`src/rtl/sequence_pkg.sv`:
```
// Shared types and constants for the sequence presenter.
package sequence_pkg;

  localparam int unsigned PAT_W          = 8;
  localparam int unsigned MAX_LEN        = 8;
  localparam int unsigned ON_CYCLES_DEF  = 4;
  localparam int unsigned OFF_CYCLES_DEF = 2;

  localparam int unsigned LEN_W = $clog2(MAX_LEN + 1);
  localparam int unsigned IDX_W = $clog2(MAX_LEN);

  typedef enum logic [1:0] {
    IDLE = 2'd0,
    SHOW = 2'd1,
    GAP  = 2'd2,
    DONE = 2'd3
  } presenter_state_t;

  function automatic int unsigned max_u(input int unsigned a, input int unsigned b);
    return (a > b) ? a : b;
  endfunction

endpackage

```
`src/rtl/sequence_presenter_if.sv`:
```
// Presenter bus: control in (start/abort/len), generator lookup (pat_idx/pat_data),
// display and status out (led/busy/done).
//   master: drives start, abort, len, pat_data; observes pat_idx, led, busy, done
//   slave : the presenter itself
interface sequence_presenter_if
  import sequence_pkg::*;
  ();

  logic             start;
  logic             abort;
  logic [LEN_W-1:0] len;
  logic [IDX_W-1:0] pat_idx;
  logic [PAT_W-1:0] pat_data;
  logic [PAT_W-1:0] led;
  logic             busy;
  logic             done;

  modport master (
    output start, abort, len, pat_data,
    input  pat_idx, led, busy, done
  );

  modport slave (
    input  start, abort, len, pat_data,
    output pat_idx, led, busy, done
  );

endinterface

```
`src/rtl/step_timer.sv`:
```
// Loadable down-counter that stops at zero.
//   clk, reset (async active-low), load/load_val: reload, zero_c: count is zero
module step_timer #(
  parameter int unsigned W = 2
) (
  input  logic         clk,
  input  logic         reset,
  input  logic         load,
  input  logic [W-1:0] load_val,
  output logic         zero_c
);

  logic [W-1:0] count_q;

  always_ff @(posedge clk or negedge reset) begin
    if (!reset)                count_q <= '0;
    else if (load)             count_q <= load_val;
    else if (count_q != '0)    count_q <= count_q - W'(1);
  end

  assign zero_c = (count_q == '0);

endmodule

```
`src/rtl/sequence_presenter.sv`:
```
// Plays a sequence of patterns on the LEDs: each shown ON_CYCLES clocks, then
// blanked OFF_CYCLES clocks; pulses done after the last gap.
//   clk, reset (async active-low), bus: sequence_presenter_if.slave
module sequence_presenter
  import sequence_pkg::*;
#(
  parameter int unsigned ON_CYCLES  = ON_CYCLES_DEF,
  parameter int unsigned OFF_CYCLES = OFF_CYCLES_DEF
) (
  input  logic                 clk,
  input  logic                 reset,
  sequence_presenter_if.slave  bus
);

  localparam int unsigned TMR_W = $clog2(max_u(ON_CYCLES, OFF_CYCLES) + 1);
  localparam logic [LEN_W-1:0] MAX_LEN_L = LEN_W'(MAX_LEN);

  presenter_state_t state_q, state_d;
  logic [PAT_W-1:0] led_q, led_d;
  logic [IDX_W-1:0] idx_q, idx_d;
  logic [LEN_W-1:0] len_q, len_d;
  logic             more_q, more_d;
  logic             busy_q, done_q;
  logic             tmr_load;
  logic [TMR_W-1:0] tmr_val;
  logic             tmr_zero;

  step_timer #(.W(TMR_W)) u_timer (
    .clk      (clk),
    .reset    (reset),
    .load     (tmr_load),
    .load_val (tmr_val),
    .zero_c   (tmr_zero)
  );

  // State register
  always_ff @(posedge clk or negedge reset) begin
    if (!reset) state_q <= IDLE;
    else        state_q <= state_d;
  end

  // Next state, datapath next values, timer reload on every state entry.
  // The index advances on gap entry so pat_data for the next step is settled
  // by the time the gap ends; more_q remembers whether another step follows.
  always_comb begin
    state_d  = state_q;
    led_d    = '0;
    idx_d    = idx_q;
    len_d    = len_q;
    more_d   = more_q;
    tmr_load = 1'b0;
    tmr_val  = '0;

    case (state_q)
      IDLE: begin
        idx_d = '0;
        if (bus.start && !bus.abort) begin
          if (bus.len != '0) begin
            len_d   = (bus.len > MAX_LEN_L) ? MAX_LEN_L : bus.len;
            led_d   = bus.pat_data;
            state_d = SHOW;
          end else begin
            len_d   = '0;
            state_d = DONE;
          end
        end
      end
      SHOW: begin
        led_d = led_q;
        if (bus.abort) begin
          led_d   = '0;
          idx_d   = '0;
          state_d = IDLE;
        end else if (tmr_zero) begin
          led_d   = '0;
          state_d = GAP;
          if (LEN_W'(idx_q) != len_q - LEN_W'(1)) begin
            idx_d  = idx_q + IDX_W'(1);
            more_d = 1'b1;
          end else begin
            more_d = 1'b0;
          end
        end
      end
      GAP: begin
        if (bus.abort) begin
          idx_d   = '0;
          state_d = IDLE;
        end else if (tmr_zero) begin
          if (more_q) begin
            led_d   = bus.pat_data;
            state_d = SHOW;
          end else begin
            state_d = DONE;
          end
        end
      end
      DONE: begin
        idx_d   = '0;
        state_d = IDLE;
      end
      default: state_d = IDLE;
    endcase

    if (state_d != state_q) begin
      tmr_load = 1'b1;
      if (state_d == SHOW)     tmr_val = TMR_W'(ON_CYCLES - 1);
      else if (state_d == GAP) tmr_val = TMR_W'(OFF_CYCLES - 1);
    end
  end

  // Datapath and status registers
  always_ff @(posedge clk or negedge reset) begin
    if (!reset) begin
      led_q  <= '0;
      idx_q  <= '0;
      len_q  <= '0;
      more_q <= 1'b0;
      busy_q <= 1'b0;
      done_q <= 1'b0;
    end else begin
      led_q  <= led_d;
      idx_q  <= idx_d;
      len_q  <= len_d;
      more_q <= more_d;
      busy_q <= (state_d != IDLE);
      done_q <= (state_d == DONE);
    end
  end

  assign bus.led     = led_q;
  assign bus.pat_idx = idx_q;
  assign bus.busy    = busy_q;
  assign bus.done    = done_q;

endmodule

```
`src/flat_wrapper.sv`:
```
// flat-port wrapper written by rule: the top's interface ports become plain ports
module sequence_presenter_flat import sequence_pkg::*;
#(
  parameter int unsigned ON_CYCLES  = ON_CYCLES_DEF,
  parameter int unsigned OFF_CYCLES = OFF_CYCLES_DEF
)
  (clk, reset, bus_start, bus_abort, bus_len, bus_pat_data, bus_pat_idx, bus_led, bus_busy, bus_done);
  sequence_presenter_if bus_i ();
  input  logic clk;
  input  logic reset;
  input wire logic [$bits(bus_i.start)-1:0] bus_start;
  input wire logic [$bits(bus_i.abort)-1:0] bus_abort;
  input wire logic [$bits(bus_i.len)-1:0] bus_len;
  input wire logic [$bits(bus_i.pat_data)-1:0] bus_pat_data;
  output wire logic [$bits(bus_i.pat_idx)-1:0] bus_pat_idx;
  output wire logic [$bits(bus_i.led)-1:0] bus_led;
  output wire logic [$bits(bus_i.busy)-1:0] bus_busy;
  output wire logic [$bits(bus_i.done)-1:0] bus_done;
  assign bus_i.start = bus_start;
  assign bus_i.abort = bus_abort;
  assign bus_i.len = bus_len;
  assign bus_i.pat_data = bus_pat_data;
  assign bus_pat_idx = bus_i.pat_idx;
  assign bus_led = bus_i.led;
  assign bus_busy = bus_i.busy;
  assign bus_done = bus_i.done;
  sequence_presenter #(.ON_CYCLES(ON_CYCLES), .OFF_CYCLES(OFF_CYCLES)) u_core (.clk(clk), .reset(reset), .bus(bus_i));
endmodule
```
`config.mk`:
```
export PLATFORM = sky130hd
export DESIGN_NAME = sequence_presenter_flat
export DESIGN_NICKNAME = d
export VERILOG_FILES = /design/src/rtl/sequence_pkg.sv /design/src/rtl/sequence_presenter_if.sv /design/src/rtl/step_timer.sv /design/src/rtl/sequence_presenter.sv /design/src/flat_wrapper.sv
export SDC_FILE = /design/constraint.sdc
export NUM_CORES = 1
export LEC_CHECK = 0
export CAP_MARGIN = 20
export CELL_PAD_IN_SITES_DETAIL_PLACEMENT = 1
export CELL_PAD_IN_SITES_GLOBAL_PLACEMENT = 1
export CORE_MARGIN = 10
export CORE_UTILIZATION = 30
export CTS_BUF_LIST = sky130_fd_sc_hd__clkbuf_8 sky130_fd_sc_hd__clkbuf_16
export CTS_CLUSTER_SIZE = 8
export DETAILED_ROUTE_END_ITERATION = 8
export GPL_ROUTABILITY_DRIVEN = 1
export GPL_TIMING_DRIVEN = 0
export PLACE_DENSITY_LB_ADDON = 0.1
export SYNTH_ARGS = -nofsm -noshare
export SYNTH_HDL_FRONTEND = slang
export SYNTH_HIERARCHICAL = 1
export SYNTH_SLANG_ARGS = --single-unit
```
`constraint.sdc`:
```
create_clock -name clk -period 2.25 [get_ports clk]
set_input_delay 0.3375 -clock clk [delete_from_list [all_inputs] [get_ports clk]]
set_output_delay 0.3375 -clock clk [all_outputs]
set_load 0.01 [all_outputs]
```
==> results of run 1 <==
==> power by group through the flow <==
stage                     Sequential, mW  Combinational [mW]  Clock, mW
final                              0.576               0.791      0.256
after global routing               0.593               0.881      0.289
after CTS                          0.571               0.689      0.274
after detailed placement           0.578               0.591          0
after global placement             0.576               0.564          0
after floorplan                    0.573               0.393          0
==> what timing repair did <==
item	4_1_cts	5_1_grt
setup endpoints to repair	2	2
pin swaps	2	2
hold endpoints to repair	0	0
buffers inserted	3	7
gates resized for setup	15	9
==> cell families after synthesis <==
| kind of cell | count (synthesis) |
|---|---|
| simple gates | 42 |
| compound gates | 30 |
| flops | 23 |
| buf+inv | 15 |
| fa+ha+maj | 7 |
| xor+xnor | 3 |
| other cells | 1 |
| mux | 1 |
==> layout make-up <==
type	instances	area (um^2)
buffer	3	23.8
clock buffer	3	41.3
clock inverter	1	3.75
fill	464	2190
inverter	11	41.3
multi-input combinational	84	717
sequential	23	576
tap	50	62.6
timing repair buffer	39	373
==> worst paths after layout <==
check	startpoint	end	slack (ns)	depth (start not counted)
worst max-delay path	bus_len[3]	u_core/u_timer/count_q[0]$_DFFE_PN0P_	0.14	8
worst min-delay path	reset	u_core/bus.pat_idx[2]$_DFFE_PN0P_	0.41	1
worst max register to register	u_core/u_timer/count_q[0]$_DFFE_PN0P_	u_core/u_timer/count_q[0]$_DFFE_PN0P_	0.17	13
worst min register to register	u_core/bus.led[4]$_DFFE_PN0P_	u_core/bus.led[4]$_DFFE_PN0P_	0.51	1
max in group asynchronous	reset	u_core/bus.led[4]$_DFFE_PN0P_	1.35	2
min in group clk	u_core/bus.led[4]$_DFFE_PN0P_	u_core/bus.led[4]$_DFFE_PN0P_	0.51	1
==> flip-flops by register name (all words and copies together) (netlist names) <==
register                flops
u_core/state_q              2
u_core/bus.pat_idx          3
u_core/bus.busy             1
u_core/u_timer/count_q      3
u_core/more_q               1
u_core/bus.led              8
u_core/len_q                4
u_core/bus.done             1
==> cells in the mapped netlist (2+ instances only) <==
cell type / instances
dfrtp_1: 23
o21ai_0: 4
a21oi_1: 6
a31oi_1: 2
a22o_1: 9
inv_1: 11
ha_1: 7
clkbuf_2: 2
nand2_1: 13
nand3_1: 2
nor2_1: 2
nor4b_1: 3
nand2b_1: 2
xor2_1: 2
nor2b_1: 4
nand3b_1: 5
and2_1: 2
==> routing by layer <==
layer,global-route usage,vias up,share of wire
li1,-,516,-
met1,0.113,528,0.44
met2,0.167,14,0.52
met3,0.0315,2,0.039
met4,0.0180,0,0.0044
met5,0,-,0
==> critical path, stage by stage <==
cell and delay, ns:
clkdlybuf4s50_1 0.48, nor4_2 0.44, a22o_1 0.23, a21oi_2 0.06
ha_1 0.33, a21oi_2 0.10, inv_1 0.05, a221oi_2 0.25
==> metrics by stage <==
stage / utilization / worst slack (ns) / hold WS (ns)
6_report: 0.456 / 0.145 / 0.411
5_1_grt: 0.456 / -0.0398 / 0.433
3_5_place_dp: 0.402 / -0.654 / 0.494
3_3_place_gp: 0.399 / -0.546 / 0.489
2_1_floorplan: - / 0.0378 / 0.0419
4_1_cts: 0.435 / 0.00483 / 0.419
==> impl_metrics.env, run 1 <==
export IMPL_ys_seq_area_frac=0.456
export IMPL_cts_inserted_buffers=3
export IMPL_power_density_nw_per_um2=883
export IMPL_start_util=0.313
export IMPL_syn_area_um2=1260
export IMPL_end_kind="flop"
export IMPL_status="finished clean"
export IMPL_dpl_cell_area_um2=1620
export IMPL_layout_drive_gt1_share=0.238
export IMPL_grt_pass1_vias=1113
export IMPL_maxSlewViolCount=0
export IMPL_synth_area_per_cell_um2=10.3
export IMPL_routed_wirelength_um=3430
export IMPL_final_cell_mix="27 x clkdlybuf4s50_1, 23 x dfrtp_1, 11 x nand2_1"
export IMPL_synth_cells=122
export IMPL_critPathKind="in2reg"
export IMPL_detail_route_wl_per_cell_um=16.0
export IMPL_setup_viol=0
export IMPL_hold_buffers=0
export IMPL_nets=188
export IMPL_synthArstFlopShare=1.00
export IMPL_yosysTopAreaCell="dfrtp_1"
export IMPL_drc_errors=0
export IMPL_p_leak_nw=0.830
export IMPL_switching_share=0.359
export IMPL_fin_crit_ns=2.11
export IMPL_yosys_cell_types_count=40
export IMPL_clk_pin_slew_ns=0.09
export IMPL_synth_top_cell_area_share=0.456
export IMPL_tns_ns=0
export IMPL_max_slew_margin=0.648
export IMPL_muxShareOfSynthArea=0.00793
export IMPL_ir_drop_mv=0.569
export IMPL_pwr_share_comb=0.487
export IMPL_synth_xor_area_frac=0.0208
export IMPL_clkPwrFrac=0.158
export IMPL_placed_cells=201
export IMPL_area_delta_synth_final_pct=45.6
export IMPL_finalCritPeriodShare=0.936
export IMPL_total_power_mw=1.62
export IMPL_placementRows=23
export IMPL_vias=1060
export IMPL_crit_path_max_fanout=5
export IMPL_intPower_mw=1.04
export IMPL_synth_compound_gate_area_share=0.183
export IMPL_hold_viol=0
export IMPL_core_area_um2=4030
export IMPL_antenna_found_initial=0
export IMPL_grt_max_degree=15
export IMPL_cp_required_ns=2.43
export IMPL_grt_pass1_wl_um=5800
export IMPL_syn_nets=145
export IMPL_clock_sinks=23
export IMPL_cts_tree="yes"
export IMPL_startpoint_type="input port"
export IMPL_place_hpwl_um=2550
export IMPL_port_buffers=28
export IMPL_drt_antenna_violating_nets=0
export IMPL_max_cap_violations=0
export IMPL_n_antenna_cell=0
export IMPL_synth_edf_count=0
export IMPL_die_area_um2=7200
export IMPL_fmax_mhz=475
export IMPL_first_pass_iters=4
export IMPL_cts_root_buf="clkbuf_8"
export IMPL_p_sw_mw=0.582
export IMPL_overflow=0
export IMPL_fin_area_um2=1840
export IMPL_die_y_um=84.9
export IMPL_hold_path_class="in2async"
export IMPL_layout_commonest_cell="clkdlybuf4s50_1"
export IMPL_synth_top_family_by_area="simple AND/OR/NAND/NOR gates"
export IMPL_die_x_um=84.9
export IMPL_crit_arrival_ns=2.28
export IMPL_drt_iter0_drc=24
export IMPL_p_seq_frac=0.355
export IMPL_gp_congestion=0.763
export IMPL_fin_cells=214
export IMPL_synth_area_leaders="dfrtp_1 46%, ha_1 6.9%, a22o_1 6.2%, nand2_1 3.9%, inv_1 3.3%"
export IMPL_vias_per_cell=4.95
export IMPL_clockBufferDepth=2
export IMPL_rsz0062_at_grt="true"
export IMPL_ys_ff_latch=23
export IMPL_pin_count=29
export IMPL_ys_warn_count=6
export IMPL_synthSimpleGateAreaFrac=0.212
export IMPL_skew_ns=0.00671
export IMPL_grt_usage=0.0962
export IMPL_clk_latency_ns=0.26
export IMPL_synthAdderAreaFrac=0.0694
export IMPL_tightest_slew_ns=0.526
export IMPL_cts_max_level=1
export IMPL_synth_ff_type="dfrtp_1"
Note: power is estimated with default switching activity, not from simulation.
==> run 2: changes to the inputs <==
--- a/config.mk
+++ b/config.mk
@@ -15,7 +15,7 @@
 export DETAILED_ROUTE_END_ITERATION = 8
 export GPL_ROUTABILITY_DRIVEN = 1
 export GPL_TIMING_DRIVEN = 0
-export PLACE_DENSITY_LB_ADDON = 0.1
+export PLACE_DENSITY = 0.74
 export SYNTH_ARGS = -nofsm -noshare
 export SYNTH_HDL_FRONTEND = slang
 export SYNTH_HIERARCHICAL = 1
==> constraint.sdc (replaced) <==
create_clock -name clk -period 2.7 [get_ports clk]
set_input_delay 0.405 -clock clk [delete_from_list [all_inputs] [get_ports clk]]
set_output_delay 0.405 -clock clk [all_outputs]
set_load 0.05 [all_outputs]
==> impl_metrics.env, run 2 (synthesis gave the netlist of run 1 again) <==
export IMPL_status="finished clean"
export IMPL_crit_arrival_ns=2.67
export IMPL_die_y_um=84.9
export IMPL_final_cell_mix="28 x clkdlybuf4s50_1, 23 x dfrtp_1, 13 x nand2_1"
export IMPL_grt_pass1_wl_um=5980
export IMPL_drt_iter0_drc=49
export IMPL_finalCritPeriodShare=0.929
export IMPL_grt_usage=0.101
export IMPL_dpl_cell_area_um2=1610
export IMPL_clk_pin_slew_ns=0.08
export IMPL_area_delta_synth_final_pct=36.0
export IMPL_routed_top_layer="met4"
export IMPL_seqCellArea_um2=576
export IMPL_placed_cells=200
export IMPL_tightest_slew_ns=0.631
export IMPL_layout_drive_gt1_share=0.133
export IMPL_crit_path_max_fanout=9
export IMPL_die_x_um=84.9
export IMPL_power_density_nw_per_um2=751
export IMPL_wl_met2_um=1990
export IMPL_n_antenna_cell=0
export IMPL_end_kind="flop"
export IMPL_whs_ns=0.505
export IMPL_vias=1062
export IMPL_max_cap_violations=0
export IMPL_clk_latency_ns=0.27
export IMPL_maxSlewViolCount=0
export IMPL_cp_required_ns=2.87
export IMPL_startpoint_type="input port"
export IMPL_core_area_um2=4030
export IMPL_gp_congestion=0.744
export IMPL_rsz0062_at_grt="false"
export IMPL_pin_count=29
export IMPL_cts_root_buf="clkbuf_8"
export IMPL_fin_area_um2=1720
export IMPL_layout_commonest_cell="clkdlybuf4s50_1"
export IMPL_nets=182
export IMPL_routed_wirelength_um=3560
export IMPL_ir_drop_mv=0.425
export IMPL_cts_tree="yes"
export IMPL_setup_viol=0
export IMPL_fmax_mhz=399
export IMPL_port_buffers=28
export IMPL_critPathKind="in2reg"
export IMPL_hold_path_class="in2async"
export IMPL_detail_route_wl_per_cell_um=17.1
export IMPL_drt_antenna_violating_nets=0
export IMPL_clockBufferDepth=2
export IMPL_vias_per_cell=5.11
export IMPL_fin_cells=208
export IMPL_r2r_cells=13
export IMPL_antenna_found_initial=0
export IMPL_fin_crit_ns=2.51
export IMPL_overflow=0
export IMPL_first_pass_iters=4
export IMPL_p_leak_nw=0.774
export IMPL_die_area_um2=7200
export IMPL_skew_ns=0.00102
export IMPL_grt_max_degree=24
export IMPL_dr_wl_met3_um=117
export IMPL_cts_max_level=1
export IMPL_clock_sinks=23
export IMPL_multi_input_comb_area_um2=649
export IMPL_hold_viol=0
export IMPL_max_slew_margin=0.575
export IMPL_start_util=0.313
export IMPL_fill_cells=459
export IMPL_met1Wirelength_um=1430
export IMPL_drc_errors=0
export IMPL_cts_inserted_buffers=3
export IMPL_grt_pass1_vias=1194
export IMPL_largest_reg_flops=8
export IMPL_hold_buffers=0
export IMPL_place_hpwl_um=2850
export IMPL_placementRows=23
-- run 2: worst paths after layout --
| path | from | endpoint | slack [ns] |
|---|---|---|---|
| worst max-delay path | bus_abort | u_core/u_timer/count_q[0]$_DFFE_PN0P_ | 0.19 |
| worst min-delay path | reset | u_core/len_q[0]$_DFFE_PN0P_ | 0.51 |
| worst max register to register | u_core/u_timer/count_q[0]$_DFFE_PN0P_ | u_core/u_timer/count_q[0]$_DFFE_PN0P_ | 0.26 |
| worst min register to register | u_core/bus.led[3]$_DFFE_PN0P_ | u_core/bus.led[3]$_DFFE_PN0P_ | 0.51 |
| max in group asynchronous | reset | u_core/bus.led[2]$_DFFE_PN0P_ | 1.70 |
| min in group clk | u_core/bus.led[3]$_DFFE_PN0P_ | u_core/bus.led[3]$_DFFE_PN0P_ | 0.51 |
-- run 2: critical path: stages --
cell and delay [ns]:
clkdlybuf4s50_1 0.60, nor3b_4 0.34, and2_1 0.17, buf_2 0.22, a21oi_1 0.06, nand2_1 0.15, ha_1 0.25, a21oi_1 0.13
inv_1 0.05, a221oi_1 0.29
-- run 2: area by class of cell --
class	instances	share of cell area
inverter	11	0.0255
multi-input combinational	84	0.378
timing repair buffer	33	0.190
clock inverter	1	0.00219
sequential	23	0.335
clock buffer	3	0.0241
tap	50	0.0364
buffer	3	0.00875
-- run 2: report_power, final --
group	leakage, nW	switching (mW)	internal, mW
combinational	0.444	0.334	0.260
sequential	0.303	0.0589	0.420
clock	0.0269	0.115	0.102
total	0.774	0.507	0.782
-- run 2: per-stage QoR --
step / power [mW] / TNS [ns] / setup WS (ns) / utilization
2_1_floorplan: 0.863 / 0 / 0.393 / -
3_3_place_gp: 0.994 / -0.0984 / -0.0984 / 0.398
3_5_place_dp: 1.04 / -0.346 / -0.242 / 0.398
4_1_cts: 1.26 / 0 / 0.0370 / 0.409
5_1_grt: 1.39 / 0 / 0.0106 / 0.426
6_report: 1.29 / 0 / 0.193 / 0.426
-- run 2: per-layer routing --
metal | up-vias | GRT usage
met2 | 16 | 0.189
met4 | 0 | 0.0180
li1 | 509 | -
met5 | - | 0
met1 | 535 | 0.109
met3 | 2 | 0.0287
-- run 2: timing repair --
item                                   in CTS  in global routing
pin swaps                                   0                  1
resized for setup                           0                  6
endpoints found under the hold margin       0                  0
buffers inserted                            0                  4
setup endpoints to repair                   1                  2
==> run 3: changes to the inputs <==
--- a/config.mk
+++ b/config.mk
@@ -8,13 +8,13 @@
 export CAP_MARGIN = 20
 export CELL_PAD_IN_SITES_DETAIL_PLACEMENT = 1
 export CELL_PAD_IN_SITES_GLOBAL_PLACEMENT = 1
-export CORE_MARGIN = 10
 export CORE_UTILIZATION = 30
 export CTS_BUF_LIST = sky130_fd_sc_hd__clkbuf_8 sky130_fd_sc_hd__clkbuf_16
 export CTS_CLUSTER_SIZE = 8
 export DETAILED_ROUTE_END_ITERATION = 8
 export GPL_ROUTABILITY_DRIVEN = 1
 export GPL_TIMING_DRIVEN = 0
+export HOLD_SLACK_MARGIN = 0.12
 export PLACE_DENSITY = 0.74
 export SYNTH_ARGS = -nofsm -noshare
 export SYNTH_HDL_FRONTEND = slang
==> impl_metrics.env, run 3 (synthesis gave the netlist of run 1 again) <==
export IMPL_grt_pass1_vias=1119
export IMPL_slowest_delay_ns=0.59
export IMPL_use_met3=0.0360
export IMPL_detail_route_wl_per_cell_um=16.1
export IMPL_end_kind="flop"
export IMPL_max_cap_violations=0
export IMPL_status="finished clean"
export IMPL_crit_path_max_fanout=9
export IMPL_grt_busiest_layer="met2"
export IMPL_clk_pin_slew_ns=0.08
export IMPL_multi_input_comb_area_um2=647
export IMPL_cts_inserted_buffers=3
export IMPL_first_pass_iters=4
export IMPL_layout_commonest_cell="clkdlybuf4s50_1"
export IMPL_max_slew_margin=0.585
export IMPL_layout_drive_gt1_share=0.121
export IMPL_fin_util=0.426
export IMPL_use_met1=0.203
export IMPL_overflow=0
export IMPL_finalCritPeriodShare=0.940
export IMPL_drt_antenna_violating_nets=0
export IMPL_seqCellArea_um2=576
export IMPL_clk_latency_ns=0.26
export IMPL_routed_wirelength_um=3340
export IMPL_hold_buffers=0
export IMPL_fmax_mhz=394
export IMPL_ir_drop_mv=0.339
export IMPL_final_cell_mix="28 x clkdlybuf4s50_1, 23 x dfrtp_1, 13 x nand2_1"
export IMPL_cpMostUsedCell="a21oi_1"
export IMPL_gp_congestion=0.760
export IMPL_tightest_slew_ns=0.617
export IMPL_startpoint_type="input port"
export IMPL_cp_required_ns=2.87
export IMPL_place_hpwl_um=2460
export IMPL_rsz0062_at_grt="false"
export IMPL_cts_tree="yes"
export IMPL_nets=181
export IMPL_n_antenna_cell=0
export IMPL_grt_usage=0.154
export IMPL_place_ws_ns=-0.250
export IMPL_start_util=0.313
export IMPL_die_y_um=66.9
export IMPL_r2r_cells=13
export IMPL_power_density_nw_per_um2=742
export IMPL_drc_errors=0
export IMPL_cts_max_level=1
export IMPL_path_cells="clkdlybuf4s50_1 -> nor3b_4 -> and2_1 -> buf_2 -> a21oi_1 -> nand2_1 -> ha_1 -> a21oi_1 -> inv_1 -> a221oi_1"
export IMPL_vias_per_cell=5.07
export IMPL_area_delta_synth_final_pct=36.0
export IMPL_grt_pass1_wl_um=5180
export IMPL_fill_cells=470
export IMPL_port_buffers=28
export IMPL_setup_viol=0
export IMPL_layout_setup_ws_ns=0.162
export IMPL_drt_iter0_drc=40
export IMPL_grt_max_degree=24
export IMPL_critPathKind="in2reg"
export IMPL_core_area_um2=4030
export IMPL_hold_path_class="in2async"
export IMPL_skew_ns=0.00140
export IMPL_largest_reg_flops=8
export IMPL_maxSlewViolCount=0
export IMPL_grtUsageMet2=0.263
export IMPL_clockBufferDepth=2
export IMPL_fin_crit_ns=2.54
export IMPL_hold_viol=0
export IMPL_crit_arrival_ns=2.70
export IMPL_p_leak_nw=0.775
export IMPL_pin_count=29
export IMPL_tns_ns=0
export IMPL_vias=1049
export IMPL_die_x_um=66.9
export IMPL_cts_root_buf="clkbuf_8"
export IMPL_clock_sinks=23
export IMPL_placementRows=23
export IMPL_die_area_um2=4470
export IMPL_cpMaxStageDelayCell="clkdlybuf4s50_1"
export IMPL_antenna_found_initial=0
run 3: cell count changes in the layout (fill, tap and decap cells not counted), sizes merged:
| cell | previous run | this run |
|---|---|---|
| buf | 6 | 5 |
run 3: per-stage QoR:
stage,cell area [um^2],instances,hold slack (ns),power [mW]
2_1_floorplan,1260,122,0.109,0.863
3_3_place_gp,1610,200,0.490,0.991
3_5_place_dp,1610,200,0.499,1.04
4_1_cts,1650,203,0.518,1.26
5_1_grt,1720,207,0.477,1.36
6_report,1720,207,0.446,1.27
run 3: path summary, 6_finish.rpt:
check	startpoint	to	slack, ns
min in group clk	u_core/bus.led[1]$_DFFE_PN0P_	u_core/bus.led[1]$_DFFE_PN0P_	0.52
hold / removal	reset	u_core/len_q[0]$_DFFE_PN0P_	0.45
max in group asynchronous	reset	u_core/state_q[0]$_DFF_PN0_	1.82
setup / recovery	bus_abort	u_core/u_timer/count_q[0]$_DFFE_PN0P_	0.16
setup reg to reg	u_core/u_timer/count_q[0]$_DFFE_PN0P_	u_core/u_timer/count_q[0]$_DFFE_PN0P_	0.19
hold reg to reg	u_core/bus.led[1]$_DFFE_PN0P_	u_core/bus.led[1]$_DFFE_PN0P_	0.52
run 3: what timing repair did:
action,CTS,global route
gates cloned,0,0
pin swaps,0,1
setup buffers,0,3
endpoints found under the setup margin,1,2
gates resized for setup,0,4
run 3: final cells by class:
class / count / share of cell area
Multi-Input combinational cell: 84 / 0.377
Sequential cell: 23 / 0.335
Timing Repair Buffer: 32 / 0.192
Tap cell: 50 / 0.0364
Clock buffer: 3 / 0.0241
Inverter: 11 / 0.0241
Buffer: 3 / 0.00875
Clock inverter: 1 / 0.00219
run 3: critical path, delay by kind of cell:
kind / cells / cell delay, ns
buffers and inverters: 3 / 0.84
AND/OR/NAND/NOR: 3 / 0.71
AO/OA/AOI/OAI: 3 / 0.47
adder cells (fa/ha/maj): 1 / 0.26
run 3: routing by layer:
metal  wire [um]  vias to the layer above
met5           0                        -
met4          10                        0
met3         104                        2
met2        1730                       12
met1        1500                      531
li1            -                      504
run 3: power by group:
group	switching (mW)	internal [mW]
Combinational	0.335	0.247
Clock	0.112	0.102
Sequential	0.0580	0.420
